$ cat src/rtl/ewrapper_rx_pkg.sv
// Shared state encoding, parameter defaults and helpers for the ewrapper
// receive-side frame alignment logic.
package ewrapper_rx_pkg;

   typedef logic [2:0] state_t;

   localparam state_t ST_IDLE   = 3'd0;
   localparam state_t ST_CHECK  = 3'd1;
   localparam state_t ST_SLIP   = 3'd2;
   localparam state_t ST_WAIT   = 3'd3;
   localparam state_t ST_LOCKED = 3'd4;

   localparam logic [7:0] DEF_PATTERN      = 8'h3C;
   localparam int         DEF_MATCH_NEEDED = 32'd16;
   localparam int         DEF_LOSS_THRESH  = 32'd4;
   localparam int         DEF_SLIP_WAIT    = 32'd4;

   function automatic logic [15:0] sat_inc16(input logic [15:0] value);
      if (value == 16'hFFFF) begin
         sat_inc16 = value;
      end else begin
         sat_inc16 = value + 16'd1;
      end
   endfunction

endpackage

$ cat src/rtl/ewrapper_rx_align_ctrl.sv
// Frame-lane word alignment: hunts for the training byte by bitslipping the
// deserializer, declares lock after a run of matches and monitors for loss.
module ewrapper_rx_align_ctrl
   import ewrapper_rx_pkg::*;
#(
   parameter logic [7:0] PATTERN      = DEF_PATTERN,
   parameter int         MATCH_NEEDED = DEF_MATCH_NEEDED,
   parameter int         LOSS_THRESH  = DEF_LOSS_THRESH,
   parameter int         SLIP_WAIT    = DEF_SLIP_WAIT
) (
   input  logic        rxi_lclk,
   input  logic        reset,
   input  logic        enable,
   input  logic        word_valid,
   input  logic [7:0]  frame_byte,
   output logic        bitslip,
   output logic [2:0]  slip_cnt,
   output logic        locked,
   output logic        align_fail,
   output logic [15:0] err_cnt
);

   // Counters compare against "last" values so the terminal word acts on the same edge.
   localparam logic [7:0] MATCH_LAST = 8'(MATCH_NEEDED - 32'd1);
   localparam logic [3:0] LOSS_LAST  = 4'(LOSS_THRESH - 32'd1);
   localparam logic [3:0] WAIT_LAST  = 4'(SLIP_WAIT - 32'd1);

   state_t      r_state;
   logic [7:0]  r_match_cnt;
   logic [3:0]  r_loss_cnt;
   logic [3:0]  r_wait_cnt;

   state_t      w_state;
   logic [7:0]  w_match_cnt;
   logic [3:0]  w_loss_cnt;
   logic [3:0]  w_wait_cnt;
   logic        w_bitslip;
   logic [2:0]  w_slip_cnt;
   logic        w_locked;
   logic        w_align_fail;
   logic [15:0] w_err_cnt;
   logic        w_is_match;
   logic        w_do_slip;

   assign w_is_match = (frame_byte == PATTERN);

   // Next-state and next-output decode for the alignment FSM.
   always_comb begin
      w_state      = r_state;
      w_match_cnt  = r_match_cnt;
      w_loss_cnt   = r_loss_cnt;
      w_wait_cnt   = r_wait_cnt;
      w_bitslip    = 1'b0;
      w_slip_cnt   = slip_cnt;
      w_locked     = locked;
      w_align_fail = align_fail;
      w_err_cnt    = err_cnt;
      w_do_slip    = 1'b0;
      if (!enable) begin
         w_state      = ST_IDLE;
         w_match_cnt  = 8'd0;
         w_loss_cnt   = 4'd0;
         w_wait_cnt   = 4'd0;
         w_slip_cnt   = 3'd0;
         w_locked     = 1'b0;
         w_align_fail = 1'b0;
      end else begin
         case (r_state)
            ST_IDLE: begin
               w_state     = ST_CHECK;
               w_match_cnt = 8'd0;
               w_wait_cnt  = 4'd0;
            end
            ST_CHECK: begin
               if (word_valid && w_is_match) begin
                  if (r_match_cnt == MATCH_LAST) begin
                     w_state     = ST_LOCKED;
                     w_locked    = 1'b1;
                     w_match_cnt = 8'd0;
                     w_loss_cnt  = 4'd0;
                  end else begin
                     w_match_cnt = r_match_cnt + 8'd1;
                  end
               end else if (word_valid) begin
                  w_match_cnt = 8'd0;
                  w_do_slip   = 1'b1;
               end else begin
                  w_match_cnt = r_match_cnt;
               end
            end
            // Strobes landing in SLIP are deliberately dropped.
            ST_SLIP: begin
               w_state    = ST_WAIT;
               w_wait_cnt = 4'd0;
            end
            ST_WAIT: begin
               if (word_valid) begin
                  if (r_wait_cnt == WAIT_LAST) begin
                     w_state    = ST_CHECK;
                     w_wait_cnt = 4'd0;
                  end else begin
                     w_wait_cnt = r_wait_cnt + 4'd1;
                  end
               end else begin
                  w_wait_cnt = r_wait_cnt;
               end
            end
            ST_LOCKED: begin
               if (word_valid && w_is_match) begin
                  w_loss_cnt = 4'd0;
               end else if (word_valid) begin
                  w_err_cnt = sat_inc16(err_cnt);
                  if (r_loss_cnt == LOSS_LAST) begin
                     w_loss_cnt = 4'd0;
                     w_locked   = 1'b0;
                     w_do_slip  = 1'b1;
                  end else begin
                     w_loss_cnt = r_loss_cnt + 4'd1;
                  end
               end else begin
                  w_loss_cnt = r_loss_cnt;
               end
            end
            default: begin
               w_state = ST_IDLE;
            end
         endcase
         // A slip pulse coincides with the SLIP state; wrap of slip_cnt flags failure.
         if (w_do_slip) begin
            w_state    = ST_SLIP;
            w_bitslip  = 1'b1;
            w_slip_cnt = slip_cnt + 3'd1;
            if (slip_cnt == 3'd7) begin
               w_align_fail = 1'b1;
            end else begin
               w_align_fail = align_fail;
            end
         end else begin
            w_bitslip = 1'b0;
         end
      end
   end

   // State, counter and output registers.
   always_ff @(posedge rxi_lclk or posedge reset) begin
      if (reset) begin
         r_state     <= ST_IDLE;
         r_match_cnt <= 8'd0;
         r_loss_cnt  <= 4'd0;
         r_wait_cnt  <= 4'd0;
         bitslip     <= 1'b0;
         slip_cnt    <= 3'd0;
         locked      <= 1'b0;
         align_fail  <= 1'b0;
         err_cnt     <= 16'd0;
      end else begin
         r_state     <= w_state;
         r_match_cnt <= w_match_cnt;
         r_loss_cnt  <= w_loss_cnt;
         r_wait_cnt  <= w_wait_cnt;
         bitslip     <= w_bitslip;
         slip_cnt    <= w_slip_cnt;
         locked      <= w_locked;
         align_fail  <= w_align_fail;
         err_cnt     <= w_err_cnt;
      end
   end

endmodule

$ cat config.mk
export PLATFORM = sky130hd
export DESIGN_NAME = ewrapper_rx_align_ctrl
export DESIGN_NICKNAME = d
export VERILOG_FILES = /design/src/rtl/ewrapper_rx_pkg.sv /design/src/rtl/ewrapper_rx_align_ctrl.sv
export SDC_FILE = /design/constraint.sdc
export NUM_CORES = 1
export LEC_CHECK = 0
export BUFFER_PORTS_ARGS = -buffer_cell sky130_fd_sc_hd__buf_2
export CAP_MARGIN = 20
export CELL_PAD_IN_SITES_DETAIL_PLACEMENT = 0
export CELL_PAD_IN_SITES_GLOBAL_PLACEMENT = 1
export CORE_MARGIN = 1.5
export CORE_UTILIZATION = 45
export CTS_BUF_LIST = sky130_fd_sc_hd__clkbuf_4 sky130_fd_sc_hd__clkbuf_8
export DETAILED_ROUTE_END_ITERATION = 8
export PLACE_DENSITY_LB_ADDON = 0.1
export SYNTH_ARGS = -nofsm -noshare
export SYNTH_HDL_FRONTEND = slang
export SYNTH_SLANG_ARGS = --single-unit
$ cat constraint.sdc
create_clock -name rxi_lclk -period 3.6 [get_ports rxi_lclk]
set_clock_uncertainty 0.2 [all_clocks]
set_input_delay 0.72 -clock rxi_lclk [delete_from_list [all_inputs] [get_ports rxi_lclk]]
set_output_delay 0.72 -clock rxi_lclk [all_outputs]
set_load 0.01 [all_outputs]
==> impl_results.rst <==
.. list-table::
   :header-rows: 1

   * - Metric
     - Value
   * - Run status
     - completed
   * - Width of the die
     - 76.1 um
   * - FFs w/ async S/R, synth
     - 1.00
   * - Relative area change from synthesis to final layout
     - 13.7%
   * - CTS buffer count
     - 5
   * - Hold worst-path end
     - err_cnt[3]
   * - Buffer levels on the longest clock path
     - 2
   * - Initial Util
     - 0.468
   * - Count of routing violations after the opening detailed-route iteration
     - 145
   * - Final clock period utilization by the worst path
     - 0.587
   * - Total number of vias
     - a little under 2,000
   * - DP Worst Slack
     - around 1.2 ns
   * - Reported max-cap violation count
     - 0
   * - HPWL Detailed
     - around 3.8 mm
   * - Endpoint type of the worst setup path
     - flip-flop
   * - Number of diodes
     - 0
   * - Seq. cell area
     - between 1000 and 1500 um^2
   * - Endpoint of the worst register-to-register path
     - err_cnt[14]
   * - Worst endpoint required time
     - approximately 3.6 ns
   * - Number of buffers inserted by port buffering
     - 33
   * - Maximum clock frequency
     - between 400 and 500 MHz
   * - Remaining design rule violation count
     - 0
   * - Number of post-CTS setup repair buffers
     - 0
   * - Type of the worst setup path
     - primary input to flip-flop
   * - Clock root buffer
     - sky130_fd_sc_hd__clkbuf_8
   * - Worst Hold Depth
     - 1
   * - CTS tree
     - built
   * - Number of global-route vias before repair
     - slightly below 2,000
   * - Number of synthesized register bits
     - between 40 and 50
   * - Average wire length per cell after detail routing
     - 15.2 um
   * - H-tree depth reported by CTS
     - 2
   * - Total of cells resized after clock tree synthesis
     - 0
   * - RSZ-0062 raised after global routing
     - no
   * - CP Data Arrival Time
     - between 2 and 2.5 ns
   * - Final-layout fill cell count
     - 519
   * - Main area contributors after synthesis
     - sky130_fd_sc_hd__dfrtp_1 (43%), sky130_fd_sc_hd__xor2_1 (5.1%), sky130_fd_sc_hd__nand3_1 (3.3%), sky130_fd_sc_hd__ha_1 (3.1%), sky130_fd_sc_hd__nand2_1 (2.8%)
   * - Fin cells
     - 348
   * - Number of antenna violations at the first check in global routing
     - 0
   * - Power density normalized to cell area
     - between 300 and 400 nW/um^2
   * - Total area of multi-input combinational cells
     - 1280 um^2
   * - Worst VDD drop
     - 0.000161 V
   * - Number of top-level pins
     - 34
   * - CP max FO
     - 10
   * - Layout cell share with drive strength beyond 1
     - 0.209
   * - Transition time of the tightest slew-check pin
     - 0.783 ns
   * - Drt first pass iters
     - 4
   * - Post-DRT Antenna Nets
     - 0
   * - Clock slew seen by the registers of the worst setup and hold paths
     - roughly 0.080 ns
   * - FF-to-FF Start
     - r_state[0]
   * - Total negative setup slack
     - 0 ns
   * - Synthesized area per cell
     - 9.91 um^2
   * - Clock network fraction of total power
     - 0.413
   * - Fin. Hold Viols
     - 0
   * - Combinational power share
     - 0.095
   * - Total wire length after detailed routing
     - about 5.3 mm
   * - Share of the core filled with cells
     - 0.533
   * - Start point of the worst min-delay path
     - err_cnt[3]
   * - Detail-routed via count per cell
     - ~5.7
   * - Final critical-path setup slack
     - ~1.5 ns
   * - Wire length of the first global-routing pass
     - approximately 9.4 mm
   * - Prevailing post-synth register cell
     - sky130_fd_sc_hd__dfrtp_1
   * - Cell-internal power
     - 0.736 mW
   * - Worst Hold Class
     - flip-flop to flip-flop
   * - Synth unique cells
     - between 50 and 60
   * - RD Place Congestion
     - 0.759
   * - Max-slew violation total from the final report
     - 0
   * - Flop2flop setup slack
     - about 1.5 ns
   * - Length in cells of the worst reg-to-reg path
     - 4
   * - Lkg Pwr
     - 1.32 nW
   * - Library cell contributing the largest single delay on the critical path
     - sky130_fd_sc_hd__a21oi_1
   * - Post-synthesis instance total
     - approximately 240
   * - Number of nets at the end of the flow
     - 295
   * - Floorplan die height
     - roughly 76 um
   * - Library cell with the highest instance count after synthesis
     - sky130_fd_sc_hd__dfrtp_1
   * - Net Count, Synth
     - approximately 260
   * - Yosys warning total
     - 0
   * - Clock sink total
     - 41
   * - Number of enable-type register cells in the synthesized netlist
     - 0
   * - Most frequent cells after synthesis
     - sky130_fd_sc_hd__dfrtp_1 (41), sky130_fd_sc_hd__nand2_1 (18), sky130_fd_sc_hd__nand3_1 (16)
   * - Switching power as a share of total power
     - 0.241
   * - Cell count after placement
     - 340
   * - Critical Path Max Stage Delay
     - around 0.7 ns
   * - Area of the die
     - 5800 um^2
   * - Cell type contributing the most total cell area after synthesis
     - sky130_fd_sc_hd__dfrtp_1
   * - Area of the core
     - 5140 um^2
   * - Sequential area share after synthesis
     - 0.426
   * - CP Buf/Inv Count
     - 2
   * - Proportion of netlist area held by the largest area contributor
     - 0.426
   * - Synthesized cell area
     - between 2000 and 2500 um^2
   * - Pin count of the biggest net entering global routing
     - 42
   * - Number of endpoints failing setup at the final stage
     - 0
   * - Standard-cell row count
     - 26
   * - GRT Resource Usage Total
     - 0.203
   * - Number of hold buffers added after CTS
     - 0
   * - Critical path's top delay family
     - compound AO/OA/AOI/OAI gates
   * - Headroom to the max-slew limit
     - 0.478
   * - Final worst path period need
     - between 2 and 2.5 ns
   * - Worst-skew pair later-pin latency
     - 0.29 ns
   * - Leftover overflow at the end of global routing
     - 0
   * - Ordered list of cells on the worst path
     - buf_2 > clkinv_1 > a21oi_1 > nor3_1 > a22o_1
   * - Crit start category
     - primary input
   * - Switching power
     - between 0.2 and 0.25 mW
   * - Sequential group share of total power
     - 0.492
final cells by class:
cell class | count | share of cell area
multi-input combinational | 181 | 0.467
sequential | 41 | 0.375
timing repair buffer | 34 | 0.0631
clock buffer | 7 | 0.0329
tap | 70 | 0.0320
inverter | 14 | 0.0192
clock inverter | 1 | 0.0110
through the flow:
stage / hold WS (ns) / instance area, um^2 / power, mW
6_report: 0.310 / 2740 / 0.970
5_1_grt: 0.340 / 2740 / 1.02
4_1_cts: 0.312 / 2740 / 0.979
3_5_place_dp: 0.300 / 2620 / 0.579
3_3_place_gp: 0.291 / 2620 / 0.580
2_1_floorplan: 0.285 / 2410 / 0.555
worst reg2reg max path: stages, from the launching register on:
cell	delay (ns)
sky130_fd_sc_hd__dfrtp_1	0.49
sky130_fd_sc_hd__and4bb_4	0.41
sky130_fd_sc_hd__o211ai_4	0.21
sky130_fd_sc_hd__nor4b_1	0.48
sky130_fd_sc_hd__mux2i_1	0.24
layer usage:
metal,track usage,vias to the layer above,share of wire
li1,-,980,-
met2,0.306,45,0.43
met5,0,-,0
met1,0.295,950,0.53
met4,0.0500,0,0.0040
met3,0.0455,2,0.036
cells by family (layout without fill, tap and decap cells):
logic type | Yosys count | count (layout) | synth area share
AO/OA/AOI/OAI | 52 | 52 | 0.146
XOR/XNOR | 15 | 15 | 0.0546
adder cells (fa/ha/maj) | 6 | 6 | 0.0312
buffers and inverters | 21 | 56 | 0.0426
flip-flops | 41 | 41 | 0.426
multiplexers | 4 | 4 | 0.0192
AND/OR/NAND/NOR | 104 | 104 | 0.280
registers in the layout, summed over array words and instances, names as in the netlist:
| signal | count |
|---|---|
| err_cnt | 16 |
| r_match_cnt | 8 |
| r_loss_cnt | 4 |
| r_wait_cnt | 4 |
| r_state | 3 |
| slip_cnt | 3 |
| align_fail | 1 |
| bitslip | 1 |
| locked | 1 |
worst max-delay path by stage:
stage / start / to / slack [ns] / cells past startpoint
6_report: enable / r_match_cnt[2] / 1.49 / 5
3_5_place_dp: enable / r_match_cnt[2] / 1.17 / 5
2_1_floorplan: enable / err_cnt[14] / 1.50 / 5
3_3_place_gp: enable / r_match_cnt[2] / 1.18 / 5
5_1_grt: r_wait_cnt[0] / locked / 1.29 / 5
4_1_cts: r_state[0] / err_cnt[14] / 1.48 / 4
cell usage in the layout (no fill, tap or decap), types with 3 or more instances in the layout:
cell type / n
sky130_fd_sc_hd__buf_2: 33
sky130_fd_sc_hd__and4_1: 5
sky130_fd_sc_hd__o22ai_1: 3
sky130_fd_sc_hd__or3_1: 3
sky130_fd_sc_hd__nor3_1: 10
sky130_fd_sc_hd__nor4_1: 7
sky130_fd_sc_hd__nand4bb_1: 3
sky130_fd_sc_hd__nand2b_1: 6
sky130_fd_sc_hd__nand2_1: 18
sky130_fd_sc_hd__a31oi_1: 5
sky130_fd_sc_hd__o21ai_1: 4
sky130_fd_sc_hd__clkbuf_8: 6
sky130_fd_sc_hd__nand3_1: 16
sky130_fd_sc_hd__dfrtp_1: 41
sky130_fd_sc_hd__o21a_1: 3
sky130_fd_sc_hd__nor2_1: 8
sky130_fd_sc_hd__and4bb_2: 3
sky130_fd_sc_hd__o21ai_0: 11
sky130_fd_sc_hd__xor2_1: 14
sky130_fd_sc_hd__ha_1: 6
sky130_fd_sc_hd__nand4_1: 6
sky130_fd_sc_hd__a22o_1: 3
sky130_fd_sc_hd__inv_1: 13
sky130_fd_sc_hd__a21oi_1: 10
power by group through the flow:
stage               clock network, mW  registers [mW]  logic [mW]
finish                          0.401           0.478      0.0919
global route                    0.433           0.480       0.104
CTS                             0.408           0.478      0.0927
detailed placement                  0           0.487      0.0924
global placement                    0           0.487      0.0927
floorplan                           0           0.481      0.0737
Note: power is estimated with default switching activity, not from simulation.
